===== config.mk =====
export PLATFORM = sky130hd
export DESIGN_NAME = qsn_ctrl_pc5_q3
export DESIGN_NICKNAME = d
export VERILOG_FILES = /design/src/rtl/qsn_pkg.sv /design/src/rtl/qsn_lane2plane.sv /design/src/rtl/qsn_ctrl_pc5_q3.sv
export SDC_FILE = /design/constraint.sdc
export NUM_CORES = 1
export LEC_CHECK = 0
export ABC_AREA = 0
export BUFFER_PORTS_ARGS = -buffer_cell sky130_fd_sc_hd__buf_2
export CAP_MARGIN = 20
export CORE_UTILIZATION = 45
export DETAILED_ROUTE_END_ITERATION = 10
export GPL_TIMING_DRIVEN = 0
export PLACE_DENSITY = 0.75
export SKIP_CTS_REPAIR_TIMING = 1
export SYNTH_ARGS = -nofsm -noshare
export SYNTH_HDL_FRONTEND = slang
export SYNTH_SLANG_ARGS = --single-unit

===== constraint.sdc =====
create_clock -name sys_clk -period 2.9 [get_ports sys_clk]
set_input_delay 0.435 -clock sys_clk [delete_from_list [all_inputs] [get_ports sys_clk]]
set_output_delay 0.435 -clock sys_clk [all_outputs]
set_load 0.005 [all_outputs]

===== src/rtl/qsn_pkg.sv =====
// Shared constants, FSM states and shift-code helper
// for the Pc=5, q=3 QSN shifter front end.
package qsn_pkg;

  localparam int PC        = 5;
  localparam int Q         = 3;
  localparam int SEL_W     = 3;
  localparam int MERGE_W   = 4;
  localparam int COL_NUM   = 4;
  localparam int LAYER_NUM = 4;

  typedef enum logic [1:0] {
    IDLE  = 2'd0,
    RUN   = 2'd1,
    DRAIN = 2'd2
  } qsn_state_e;

  // Returns {left_sel, right_sel, merge_sel} for effective shift e.
  // Lane 4 always comes from the right network, so only 4 merge bits.
  function automatic logic [2*SEL_W+MERGE_W-1:0] qsn_codes(
    input logic [SEL_W-1:0] e
  );
    logic [SEL_W-1:0]   r;
    logic [MERGE_W-1:0] m;
    r = (e == '0) ? '0 : SEL_W'(PC - int'(e));
    for (int k = 0; k < MERGE_W; k++) begin
      m[k] = (k < PC - int'(e));
    end
    return {e, r, m};
  endfunction

endpackage


===== src/rtl/qsn_lane2plane.sv =====
// Lane-major to bit-plane transpose (combinational).
// Ports: msg_i lane k = msg_i[3k+2:3k]; bitN_o[k] = lane k bit N.
module qsn_lane2plane
  import qsn_pkg::*;
(
  input  logic [PC*Q-1:0] msg_i,
  output logic [PC-1:0]   bit0_o,
  output logic [PC-1:0]   bit1_o,
  output logic [PC-1:0]   bit2_o
);

  always_comb begin
    bit0_o = '0;
    bit1_o = '0;
    bit2_o = '0;
    for (int k = 0; k < PC; k++) begin
      bit0_o[k] = msg_i[Q*k];
      bit1_o[k] = msg_i[Q*k+1];
      bit2_o[k] = msg_i[Q*k+2];
    end
  end

endmodule


===== src/rtl/qsn_ctrl_pc5_q3.sv =====
// Control/feed stage for the Pc=5, q=3 QSN cyclic shifter.
// Ports: beat in (in_valid/in_ready/in_msg/in_shift/in_dir),
//   bit-planes + left/right/merge selects to the shifter,
//   qsn_valid/col/layer/last tags at shifter output, sticky shift_err.
module qsn_ctrl_pc5_q3
  import qsn_pkg::*;
(
  input  logic        sys_clk,
  input  logic        rstn,
  input  logic        in_valid,
  output logic        in_ready,
  input  logic [14:0] in_msg,
  input  logic [2:0]  in_shift,
  input  logic        in_dir,
  output logic [4:0]  sw_in_bit0,
  output logic [4:0]  sw_in_bit1,
  output logic [4:0]  sw_in_bit2,
  output logic [2:0]  left_sel,
  output logic [2:0]  right_sel,
  output logic [3:0]  merge_sel,
  output logic        qsn_valid,
  output logic [1:0]  qsn_col,
  output logic [1:0]  qsn_layer,
  output logic        qsn_last,
  output logic        shift_err
);

  localparam logic [1:0] COL_LAST = 2'(COL_NUM - 1);
  localparam logic [1:0] LAY_LAST = 2'(LAYER_NUM - 1);

  qsn_state_e  state_q;
  logic [1:0]  drain_q;
  logic        rdy_q;
  logic        err_q;
  logic [1:0]  col_q;
  logic [1:0]  layer_q;

  // stage 1: captured beat, merge_sel already driven
  logic [14:0] msg1_q;
  logic [2:0]  left1_q;
  logic [2:0]  right1_q;
  logic [3:0]  merge_q;
  logic        v1_q;
  logic [1:0]  c1_q;
  logic [1:0]  l1_q;

  // stage 2: data and left/right to shifter
  logic [4:0]  sw0_q;
  logic [4:0]  sw1_q;
  logic [4:0]  sw2_q;
  logic [2:0]  left_q;
  logic [2:0]  right_q;
  logic        v2_q;
  logic [1:0]  c2_q;
  logic [1:0]  l2_q;

  // stage 3: aligned with shifter registered output
  logic        qv_q;
  logic [1:0]  qc_q;
  logic [1:0]  ql_q;
  logic        qlast_q;

  logic        acc;
  logic        final_beat;
  logic [2:0]  e_fwd;
  logic [2:0]  e_eff;
  logic [9:0]  codes;
  logic [4:0]  p0;
  logic [4:0]  p1;
  logic [4:0]  p2;

  assign acc        = in_valid & rdy_q;
  assign final_beat = (col_q == COL_LAST) && (layer_q == LAY_LAST);

  // Illegal 5..7 fold back by one period.
  assign e_fwd = (in_shift >= 3'd5) ? in_shift - 3'd5 : in_shift;
  assign e_eff = (in_dir && e_fwd != 3'd0) ? 3'd5 - e_fwd : e_fwd;
  assign codes = qsn_codes(e_eff);

  qsn_lane2plane u_l2p (
    .msg_i  (msg1_q),
    .bit0_o (p0),
    .bit1_o (p1),
    .bit2_o (p2)
  );

  always_ff @(posedge sys_clk) begin
    if (!rstn) begin
      state_q  <= IDLE;
      drain_q  <= '0;
      rdy_q    <= 1'b0;
      err_q    <= 1'b0;
      col_q    <= '0;
      layer_q  <= '0;
      msg1_q   <= '0;
      left1_q  <= '0;
      right1_q <= '0;
      merge_q  <= '0;
      v1_q     <= 1'b0;
      c1_q     <= '0;
      l1_q     <= '0;
      sw0_q    <= '0;
      sw1_q    <= '0;
      sw2_q    <= '0;
      left_q   <= '0;
      right_q  <= '0;
      v2_q     <= 1'b0;
      c2_q     <= '0;
      l2_q     <= '0;
      qv_q     <= 1'b0;
      qc_q     <= '0;
      ql_q     <= '0;
      qlast_q  <= 1'b0;
    end else begin
      unique case (state_q)
        IDLE: begin
          state_q <= RUN;
          rdy_q   <= 1'b1;
        end
        RUN: begin
          if (acc && final_beat) begin
            state_q <= DRAIN;
            rdy_q   <= 1'b0;
            drain_q <= '0;
          end
        end
        DRAIN: begin
          if (drain_q == 2'd2) begin
            state_q <= RUN;
            rdy_q   <= 1'b1;
          end else begin
            drain_q <= drain_q + 2'd1;
          end
        end
        default: begin
          state_q <= IDLE;
          rdy_q   <= 1'b0;
        end
      endcase

      if (acc) begin
        col_q <= (col_q == COL_LAST) ? '0 : col_q + 2'd1;
        if (col_q == COL_LAST) begin
          layer_q <= (layer_q == LAY_LAST) ? '0 : layer_q + 2'd1;
        end
        if (in_shift >= 3'd5) begin
          err_q <= 1'b1;
        end
        msg1_q   <= in_msg;
        left1_q  <= codes[9:7];
        right1_q <= codes[6:4];
        merge_q  <= codes[3:0];
        c1_q     <= col_q;
        l1_q     <= layer_q;
      end
      v1_q <= acc;

      if (v1_q) begin
        sw0_q   <= p0;
        sw1_q   <= p1;
        sw2_q   <= p2;
        left_q  <= left1_q;
        right_q <= right1_q;
        c2_q    <= c1_q;
        l2_q    <= l1_q;
      end
      v2_q <= v1_q;

      qv_q    <= v2_q;
      qc_q    <= v2_q ? c2_q : '0;
      ql_q    <= v2_q ? l2_q : '0;
      qlast_q <= v2_q && (c2_q == COL_LAST);
    end
  end

  assign in_ready   = rdy_q;
  assign shift_err  = err_q;
  assign merge_sel  = merge_q;
  assign sw_in_bit0 = sw0_q;
  assign sw_in_bit1 = sw1_q;
  assign sw_in_bit2 = sw2_q;
  assign left_sel   = left_q;
  assign right_sel  = right_q;
  assign qsn_valid  = qv_q;
  assign qsn_col    = qc_q;
  assign qsn_layer  = ql_q;
  assign qsn_last   = qlast_q;

endmodule

==> implementation parameters, run 1 <==
Parameter                              Value

Clock network
  Clock slew at reported path FFs ... 0.08 ns
  Clock latency on the worst-skew pair ... approximately 0.34 ns
  Sinks on Clock Net ... around 70
  H-tree level count ... 3
  Maximum clock insertion buffer count ... 2
  Clock Tree Root ... clkbuf_8
  Number of buffers created by CTS ... 9
  CTS tree ... yes

Power and ir drop
  Total Power ... 2.23 mW
  Total power per unit cell area ... 617 nW/um^2
  Worst IR Drop VDD ... ~0.44 mV
  Standby leakage power ... approximately 1.5 nW

Global route
  Vias in the first global route ... 2,217
  Overflow left after global routing ... 0
  Initial antenna violation count ... 0
  Total GRT Usage ... a little under a fifth
  First-pass GRT wire length ... 10,100 um
  Maximum number of pins on one net before global-route repair ... 14

Detailed routing
  Met2 wire length ... 2930 um
  Initial detailed-routing violation count ... 93
  Metal-1 WL ... 2880 um
  Routed len/inst ... 13.3 um
  Routed Antenna Nets ... 0
  Post-Route WL ... 6080 um
  First-pass DRT Iterations ... 4
  Vias after detailed routing ... about 2,300
  Length of routed met3 wiring ... 224 um
  Uppermost metal layer occupied by signal nets ... met4
  Detail-routed via count per cell ... 5.05
  Post-route DRC violation count ... 0

Die
  Core area ... ~6300 um^2
  Number of top-level design ports ... 55
  Initial core utilization ... between 40 and 50%
  Die Y ... 83.0 um
  Row cnt ... 29
  Total Die Area ... 6880 um^2
  Die Wd ... slightly above 80 um

Hold path
  Hold Crit Endpoint ... msg1_q[4]$_SDFFE_PN0P_
  Tightest Hold Check Type ... in2reg
  Number of cells on the worst hold path ... 3
  Hold path startpoint ... in_msg[4]

Flow run
  Max Cap Violations ... 0

Logic synthesis
  Total of flip-flops plus latches after synthesis ... 69
  Most common cell in the synthesized netlist ... dfxtp_1
  Top cell type's share of synthesized area ... roughly 47%
  Post-synth EDFFs ... 0
  Number of distinct standard cells referenced by the synthesized netlist ... 40
  Synth area leader ... dfxtp_1
  Cells taking the most area after synthesis ... dfxtp_1 (47%), mux2i_1 (8.5%), nand2_1 (6.9%), nor2b_1 (5.9%), a21boi_0 (5.9%)
  Post-Syn Instances ... between 300 and 400
  Prevailing post-synth register cell ... dfxtp_1
  Syn Nets ... 339
  Syn Area/Cell ... 9.57 um^2
  Portion of the post-synthesis area used by sequential elements ... 46.8%
  Area of the mapped netlist ... 2950 um^2
  Most numerous cell types in the synthesized netlist ... dfxtp_1 (69), nand2_1 (54), nor2b_1 (28)
  Synth Warn # ... 0
  Fraction of registers with async set/reset ... 0%

Run status
  Run status ... finished clean

Timing
  Share of the clock period used by the worst path after layout ... 96.6%
  Max Transition Viols Final ... 0
  Number of setup violations in the final report ... 0
  Count of final hold-check violations ... 0
  Fin Clk Skew ... 0.00727 ns
  Hold Worst Slack ... between 0.3 and 0.4 ns
  Measured slew at the worst slew-check pin ... roughly 0.57 ns
  Min Clock Period, post-route ... between 2 and 3 ns
  Peak clock frequency supported by timing ... 357 MHz
  Slew HR ... 61.9%

Layout
  Layout cell share with drive strength beyond 1 ... about a quarter
  Final std cell area, no fill ... ~3600 um^2
  Antenna cell count ... 0
  Final #Nets ... 406
  Area Overhead vs Synth ... 22.4%
  Final Instance Count excl. Fillers ... 457
  Number of fill cells in the layout ... 574

Setup path
  Reg-to-reg startpoint ... col_q[0]$_SDFFE_PN0P_
  Class of the most critical setup path ... in2reg
  CP max FO ... 8
  WP data required ... 3.13 ns
  Worst r2r path cells ... 5
  Data arrival, critical path ... 3.03 ns
  FF-to-FF setup slack ... 1.34 ns
  Crit end category ... register
  Kind of start point of the critical path ... input pin
  Worst r2r dst ... drain_q[0]$_SDFFE_PN0P_

Place
  Final HPWL from detailed placement ... 4170 um
  Placer Congestion ... 0.798
  Post-Place Cells ... 438
  Dpl cell area ... 3310 um^2
  Count of port buffers added during placement ... 53
==> worst max-delay path, cell delays in order <==
cell and delay [ns]:
buf_2 0.18, inv_1 0.08, ha_1 0.34, a211oi_4 0.33, ha_1 0.31, nand4b_1 0.17, o21a_1 0.14, inv_1 0.08
ha_1 0.28, or3_1 0.41, o221ai_1 0.22, nor3_2 0.05
==> power breakdown <==
group          internal, mW  switching [mW]  leakage, nW  total [mW]
Combinational        0.0894           0.108        0.813       0.198
Clock                 0.664           0.378        0.130        1.04
Sequential            0.973          0.0154        0.560       0.989
==> final cells by class <==
cell class,instances,area [um^2],area share (%)
sequential,69,1380,38.3
tap,77,96.3,2.67
buffer,20,97.6,2.70
inverter,8,30.0,0.832
clock buffer,9,124,3.43
timing repair buffer,56,290,8.04
multi-input combinational,211,1450,40.1
clock inverter,7,145,4.02
==> cells by family (layout without fill, tap and decap cells) <==
kind of cell	count (synthesis)	after routing	synth area share (%)
multiplexers	25	25	8.49
AO/OA/AOI/OAI	49	49	12.9
buffers and inverters	28	100	4.33
flip-flops	69	69	46.8
AND/OR/NAND/NOR	127	127	23.4
XOR/XNOR	1	1	0.297
adder cells (fa/ha/maj)	9	9	3.82
==> worst max-delay path by stage <==
stage	start	endpoint	slack, ns
2_1_floorplan	in_shift[0]	merge_sel[2]$_SDFFE_PN0P_	0.05
3_3_place_gp	in_shift[0]	merge_sel[2]$_SDFFE_PN0P_	-0.35
3_5_place_dp	in_shift[0]	merge_sel[2]$_SDFFE_PN0P_	-0.38
4_1_cts	in_shift[0]	merge_sel[2]$_SDFFE_PN0P_	-0.04
5_1_grt	in_shift[1]	merge_sel[2]$_SDFFE_PN0P_	-0.007
6_report	in_shift[1]	merge_sel[2]$_SDFFE_PN0P_	0.1
==> metrics by stage <==
| stage | setup WS, ns | TNS [ns] | util (%) |
|---|---|---|---|
| 6_report | 0.0974 | 0 | 56.9 |
| 5_1_grt | -0.00713 | -0.00713 | 56.9 |
| 4_1_cts | -0.0384 | -0.0384 | 56.4 |
| 3_5_place_dp | -0.380 | -0.456 | 52.1 |
| 3_3_place_gp | -0.349 | -0.385 | 52.1 |
| 2_1_floorplan | 0.0493 | 0 | - |
==> placed cells by master (no fill, tap or decap), types with 6 or more instances in the layout <==
master / netlist / routed
a21boi_0: 23 / 23
clkbuf_1: 11 / 11
inv_1: 8 / 8
buf_2: 6 / 58
clkbuf_8: 0 / 9
dfxtp_1: 69 / 69
nor2b_1: 28 / 28
and3_1: 6 / 6
ha_1: 9 / 9
mux2i_1: 25 / 25
nand3_1: 8 / 8
nand2_1: 54 / 54
and2_1: 7 / 7
==> layer usage <==
metal | GRT usage [%] | vias up
met2 | 31.1 | 47
met1 | 22.4 | 1079
met5 | 0 | -
met4 | 5.02 | 0
met3 | 5.57 | 5
li1 | - | 1176
==> flip-flops by register name (all words and copies together), names as in the netlist, 3 cells and up <==
| register | flops |
|---|---|
| left_sel | 3 |
| left1_q | 3 |
| sw_in_bit1 | 5 |
| sw_in_bit0 | 5 |
| merge_sel | 4 |
| msg1_q | 15 |
| sw_in_bit2 | 5 |
(Power assumes the default switching activity.)
==> run 2: changes to the inputs <==
--- a/config.mk
+++ b/config.mk
@@ -11,7 +11,7 @@
 export CORE_UTILIZATION = 45
 export DETAILED_ROUTE_END_ITERATION = 10
 export GPL_TIMING_DRIVEN = 0
-export PLACE_DENSITY = 0.75
+export PLACE_DENSITY = 0.69
 export SKIP_CTS_REPAIR_TIMING = 1
 export SYNTH_ARGS = -nofsm -noshare
 export SYNTH_HDL_FRONTEND = slang
==> run 2 against run 1 <==
Effect of this change: design area fell by 1.1%; first-iteration DRC count fell by 18%; power fell by 8.6%; clock-buffer cell count did not move; largest power group is now sequential cells; flip-flop and latch count did not move.
==> implementation parameters, run 2 (synthesis results as in run 1) <==
Parameter                              Value

Run status
  Run status ... finished clean

Global route
  First-pass GRT wire length ... 10,200 um (+0.89%)
  Total GRT Usage ... 18.5% (+0.20 points)
  Vias in the first global route ... 2,171 (-2.1%)
  Maximum number of pins on one net before global-route repair ... 13 (-1)
  Initial antenna violation count ... 0 (unchanged)
  Overflow left after global routing ... 0 (unchanged)

Clock network
  Maximum clock insertion buffer count ... 2 (unchanged)
  H-tree level count ... 3 (unchanged)
  Clock Tree Root ... clkbuf_8
  Sinks on Clock Net ... 69 (unchanged)
  Number of buffers created by CTS ... 9 (unchanged)
  CTS tree ... yes
  Clock slew at reported path FFs ... 0.07 ns (about the same)
  Clock latency on the worst-skew pair ... 0.34 ns (about the same)

Detailed routing
  Uppermost metal layer occupied by signal nets ... met4
  Post-Route WL ... 6070 um (-0.15%)
  First-pass DRT Iterations ... 4 (unchanged)
  Met2 wire length ... 2800 um (-4.6%)
  Detail-routed via count per cell ... 5.00 (-0.87%)
  Routed len/inst ... 13.2 um (-0.58%)
  Routed Antenna Nets ... 0 (unchanged)
  Post-route DRC violation count ... 0 (unchanged)
  Vias after detailed routing ... 2,297 (-0.43%)
  Metal-1 WL ... 2930 um (+1.9%)
  Length of routed met3 wiring ... 230 um (+2.7%)
  Initial detailed-routing violation count ... 76 (-18%)

Layout
  Commonest cells after routing, fill and taps aside ... dfxtp_1 (69), buf_2 (58), nand2_1 (54)
  Final std cell area, no fill ... 3570 um^2 (-1.1%)
  Layout cell share with drive strength beyond 1 ... 24.3% (+0.66 points)
  Final #Nets ... 408 (+0.49%)
  Most frequent standard cell in the layout excluding fill and tap cells ... dfxtp_1
  Area Overhead vs Synth ... 21.1%
  Post-Route Utilization ... 56.3% (-0.61 points)
  Number of flip-flops in the largest register ... 15 (unchanged)
  Antenna cell count ... 0 (unchanged)
  Register name with the most flops ... msg1_q

Setup path
  Top cell family by delay on the critical path ... adder cells
  Critical path cell sequence ... clkbuf_4 > inv_1 > ha_1 > a211oi_4 > ha_1 > nand4b_1 > o21a_1 > inv_1 > ha_1 > or3_1 > o221ai_1 > nor3_2
  WP data required ... 3.13 ns (about the same)
  Number of buffers and inverters on the critical path ... 3 (unchanged)
  Worst r2r dst ... drain_q[0]$_SDFFE_PN0P_
  CP max-delay cell ... or3_1
  Class of the most critical setup path ... in2reg
  Peak per-stage delay on the critical path ... 0.42 ns (about the same)
  Crit end category ... register
  Cell repeated most along the worst path ... ha_1
  Worst r2r path cells ... 5 (unchanged)
  CP max FO ... 10 (+2)
  Data arrival, critical path ... 2.99 ns (-0.04 ns)
  Kind of start point of the critical path ... input pin
  Reg-to-reg startpoint ... col_q[0]$_SDFFE_PN0P_
  FF-to-FF setup slack ... 1.33 ns (about the same)

Timing
  Fin Clk Skew ... 0.00796 ns (+0.000689 ns)
  Min Clock Period, post-route ... 2.76 ns (-0.0426 ns)
  Slew HR ... 61.4% (-0.52 points)
  Hold Worst Slack ... 0.341 ns (+0.000535 ns)
  Max Transition Viols Final ... 0 (unchanged)
  Share of the clock period used by the worst path after layout ... 95.2% (-1.5 points)
  Peak clock frequency supported by timing ... 362 MHz (+1.5%)
  Count of final hold-check violations ... 0 (unchanged)
  TNS Setup ... 0 ns (unchanged)
  Measured slew at the worst slew-check pin ... 0.579 ns (+0.00775 ns)
  Number of setup violations in the final report ... 0 (unchanged)

Die
  Number of top-level design ports ... 55 (unchanged)
  Die Wd ... 83.0 um (unchanged)
  Initial core utilization ... 46.4% (unchanged)
  Total Die Area ... 6880 um^2 (unchanged)
  Core area ... 6350 um^2 (unchanged)
  Row cnt ... 29 (unchanged)
  Die Y ... 83.0 um (unchanged)

Place
  Dpl cell area ... 3310 um^2 (unchanged)
  Final HPWL from detailed placement ... 4100 um (-1.6%)
  Placer Congestion ... 0.810 (+1.5%)
  Count of port buffers added during placement ... 53 (unchanged)

Hold path
  Hold path startpoint ... in_msg[10]
  Number of cells on the worst hold path ... 3 (unchanged)
  Tightest Hold Check Type ... in2reg
  Hold Crit Endpoint ... msg1_q[10]$_SDFFE_PN0P_

Power and ir drop
  Standby leakage power ... 1.49 nW (-0.61%)
  Worst IR Drop VDD ... 0.439 mV (-0.80%)
  Total Power ... 2.04 mW (-8.6%)
  Total power per unit cell area ... 570 nW/um^2 (-7.6%)

Flow run
  Max Cap Violations ... 0 (unchanged)
[run 2: worst max-delay path by stage]
stage	from	to	slack, ns	cells after the start
after floorplan	in_shift[0]	merge_sel[2]$_SDFFE_PN0P_	0.05	11
after global routing	in_shift[1]	merge_sel[2]$_SDFFE_PN0P_	-0.003	12
after CTS	in_shift[0]	merge_sel[2]$_SDFFE_PN0P_	-0.05	12
after detailed placement	in_shift[0]	merge_sel[2]$_SDFFE_PN0P_	-0.40	12
after global placement	in_shift[0]	merge_sel[2]$_SDFFE_PN0P_	-0.38	12
final	in_shift[0]	merge_sel[2]$_SDFFE_PN0P_	0.14	12
[run 2: layout make-up]
type,count,area [um^2]
Buffer,20,97.6
Clock buffer,9,124
Clock inverter,7,88.8
Fill cell,585,2780
Inverter,8,30.0
Multi-Input combinational cell,211,1450
Sequential cell,69,1380
Tap cell,77,96.3
Timing Repair Buffer,58,305
[run 2: layer usage]
metal	GRT usage [%]	vias up
li1	-	1180
met1	23.2	1053
met2	29.7	50
met3	5.17	14
met4	7.84	0
met5	0	-
[run 2: worst reg2reg max path: cells and delay by family (launching register included)]
family                   cells  cell delay [ns]
flip-flops                   1             0.39
AND/OR/NAND/NOR              2             0.47
AO/OA/AOI/OAI                2             0.41
adder cells (fa/ha/maj)      1             0.24
[run 2: power breakdown]
group	switching [mW]	internal [mW]
combinational	0.109	0.0931
clock	0.365	0.481
sequential	0.0152	0.974
[run 2: through the flow]
stage / worst slack (ns) / std cells
2_1_floorplan: 0.0493 / 308
3_3_place_gp: -0.380 / 438
3_5_place_dp: -0.396 / 438
4_1_cts: -0.0495 / 454
5_1_grt: -0.00256 / 459
6_report: 0.140 / 459
==> run 3: changes to the inputs <==
--- a/config.mk
+++ b/config.mk
@@ -11,7 +11,7 @@
 export CORE_UTILIZATION = 45
 export DETAILED_ROUTE_END_ITERATION = 10
 export GPL_TIMING_DRIVEN = 0
-export PLACE_DENSITY = 0.69
+export PLACE_DENSITY = 0.67
 export SKIP_CTS_REPAIR_TIMING = 1
 export SYNTH_ARGS = -nofsm -noshare
 export SYNTH_HDL_FRONTEND = slang
==> constraint.sdc (replaced) <==
create_clock -name sys_clk -period 3.3 [get_ports sys_clk]
set_input_delay 0.495 -clock sys_clk [delete_from_list [all_inputs] [get_ports sys_clk]]
set_output_delay 0.495 -clock sys_clk [all_outputs]
set_load 0.005 [all_outputs]
==> run 3 against run 2 <==
Effect of this change: register-to-register slack better by 0.44 ns; power shrank 12%; utilization is 0.63 points lower; critical path depth did not move; critical path type unchanged.
==> implementation parameters, run 3 (synthesis results as in run 1) <==
Parameter                              Value

Run status
  Run status ... finished clean

Setup path
  WP data required ... 3.53 ns (+0.40 ns)
  Start point of the critical path ... in_shift[0]
  CP max FO ... 10 (unchanged)
  Reg-to-reg startpoint ... col_q[0]$_SDFFE_PN0P_
  Crit end category ... register
  Worst r2r path cells ... 5 (unchanged)
  Peak per-stage delay on the critical path ... 0.46 ns (+0.04 ns)
  CP max-delay cell ... a211oi_4
  Data arrival, critical path ... 3.27 ns (+0.28 ns)
  Class of the most critical setup path ... in2reg
  Kind of start point of the critical path ... input pin
  FF-to-FF setup slack ... 1.77 ns (+0.44 ns)
  Cell repeated most along the worst path ... ha_1
  Critical path cell sequence ... buf_2 > inv_1 > ha_1 > a211oi_4 > ha_1 > nand4b_1 > o21a_1 > inv_1 > ha_1 > or3_1 > o221ai_1 > nor3_2

Layout
  Layout cell share with drive strength beyond 1 ... 23.1% (-1.3 points)
  Register name with the most flops ... msg1_q
  Number of fill cells in the layout ... 580 (-0.85%)
  Commonest cells after routing, fill and taps aside ... dfxtp_1 (69), buf_2 (59), nand2_1 (54)
  Final std cell area, no fill ... 3530 um^2 (-1.1%)
  Final #Nets ... 403 (-1.2%)
  Antenna cell count ... 0 (unchanged)
  Post-Route Utilization ... 55.6% (-0.63 points)
  Most frequent standard cell in the layout excluding fill and tap cells ... dfxtp_1
  Number of flip-flops in the largest register ... 15 (unchanged)
  Area Overhead vs Synth ... 19.8%

Die
  Initial core utilization ... 46.4% (unchanged)
  Die Wd ... 83.0 um (unchanged)
  Core area ... 6350 um^2 (unchanged)
  Total Die Area ... 6880 um^2 (unchanged)
  Number of top-level design ports ... 55 (unchanged)
  Die Y ... 83.0 um (unchanged)
  Row cnt ... 29 (unchanged)

Place
  Final HPWL from detailed placement ... 4170 um (+1.7%)
  Count of port buffers added during placement ... 53 (unchanged)
  Dpl cell area ... 3310 um^2 (unchanged)
  Placer Congestion ... 0.797 (-1.6%)

Power and ir drop
  Switch share ... 24.5% (+0.53 points)
  Net switching power figure ... 0.441 mW (-9.7%)
  Total power per unit cell area ... 509 nW/um^2 (-11%)
  Cell internal pwr ... 1.36 mW (-12%)
  Sequential share of power ... 48.2% (-0.4 points)
  Worst IR Drop VDD ... 0.329 mV (-25%)
  Share of total power in combinational logic ... 9.2% (-0.7 points)
  Standby leakage power ... 1.46 nW (-2.2%)
  Total Power ... 1.80 mW (-12%)
  Clock share of power ... 42.6% (+1.1 points)

Timing
  Measured slew at the worst slew-check pin ... 0.560 ns (-0.0193 ns)
  Min Clock Period, post-route ... 3.04 ns
  Number of setup violations in the final report ... 0 (unchanged)
  Setup repair after global routing missed its margin ... no
  Hold Worst Slack ... 0.402 ns (+0.0604 ns)
  Max Transition Viols Final ... 0 (unchanged)
  Slew HR ... 62.7% (+1.3 points)
  Fin Clk Skew ... 0.00916 ns (+0.00119 ns)
  Count of final hold-check violations ... 0 (unchanged)
  Share of the clock period used by the worst path after layout ... 92.3%
  Peak clock frequency supported by timing ... ~330 MHz

Detailed routing
  Post-route DRC violation count ... 0 (unchanged)
  Post-Route WL ... 5930 um (-2.3%)
  First-pass DRT Iterations ... 4 (unchanged)
  Vias after detailed routing ... 2,290 (-0.30%)
  Initial detailed-routing violation count ... 86 (+13%)
  Routed len/inst ... 13.1 um (-1.3%)
  Detail-routed via count per cell ... 5.04 (+0.79%)
  Routed Antenna Nets ... 0 (unchanged)

Global route
  Initial antenna violation count ... 0 (unchanged)
  Overflow left after global routing ... 0 (unchanged)
  Met2 capacity usage during global routing ... 28.3% (-1.4 points)
  Total GRT Usage ... 18.3% (-0.18 points)
  First-pass GRT wire length ... 10,100 um (-1.2%)
  Maximum number of pins on one net before global-route repair ... 14 (+1)
  GR Layer Usage met3 ... 4.47% (-0.70 points)
  Most crowded layer after global routing ... met2
  Vias in the first global route ... 2,108 (-2.9%)
  M1 GR Usage ... 24.8% (+1.6 points)

Clock network
  Sinks on Clock Net ... 69 (unchanged)
  Clock slew at reported path FFs ... 0.08 ns (about the same)
  H-tree level count ... 3 (unchanged)
  CTS tree ... yes
  Clock latency on the worst-skew pair ... 0.34 ns (about the same)
  Number of buffers created by CTS ... 9 (unchanged)
  Clock Tree Root ... clkbuf_8
  Maximum clock insertion buffer count ... 2 (unchanged)

Flow run
  Max Cap Violations ... 0 (unchanged)

Hold path
  Tightest Hold Check Type ... in2reg
  Number of cells on the worst hold path ... 3 (unchanged)
  Hold path startpoint ... in_msg[2]
## run 3: changes by cell type in the layout (fill, tap and decap cells not counted), sizes merged
| cell | change |
|---|---|
| buf | -4 |
| clkinv | -3 |
| clkinvlp | +2 |
| clkbuf | -1 |
| inv | +1 |
## run 3: path summary, 6_finish.rpt
check / endpoint
worst max-delay path: merge_sel[2]$_SDFFE_PN0P_
worst min-delay path: msg1_q[2]$_SDFFE_PN0P_
worst max register to register: drain_q[0]$_SDFFE_PN0P_
worst min register to register: left1_q[1]$_SDFFE_PN0P_
## run 3: metrics by stage
| step | setup slack [ns] | TNS, ns | instances |
|---|---|---|---|
| 2_1_floorplan | 0.389 | 0 | 308 |
| 3_3_place_gp | -0.0398 | -0.0398 | 438 |
| 3_5_place_dp | -0.0710 | -0.0710 | 438 |
| 4_1_cts | 0.270 | 0 | 454 |
| 5_1_grt | 0.0307 | 0 | 454 |
| 6_report | 0.255 | 0 | 454 |
## run 3: worst max-delay path, delay by kind of cell
family | cells | cell delay, ns
AOI/OAI and AO/OA | 3 | 0.83
buffers and inverters | 3 | 0.34
adders and majority gates | 3 | 0.96
and+or+nand+nor | 3 | 0.65
## run 3: cell type report
type	count	area, um^2	share of cell area (%)
timing repair buffer	53	265	7.51
inverter	8	30.0	0.850
buffer	20	97.6	2.76
clock inverter	7	97.6	2.76
tap	77	96.3	2.73
multi-input combinational	211	1440	40.8
sequential	69	1380	39.1
clock buffer	9	124	3.51
## run 3: layer usage
| metal | up-vias | routed length, um |
|---|---|---|
| met5 | - | 0 |
| met4 | 0 | 71 |
| met3 | 7 | 271 |
| met2 | 44 | 2680 |
| met1 | 1065 | 2910 |
| li1 | 1174 | - |
## run 3: power by group through the flow
stage               clock network, mW  registers (mW)  logic (mW)
global route                    0.827           0.871       0.186
detailed placement                  0           0.888       0.167
finish                          0.766           0.868       0.165
CTS                             0.784           0.868       0.168
global placement                    0           0.887       0.164
floorplan                           0           0.886       0.112
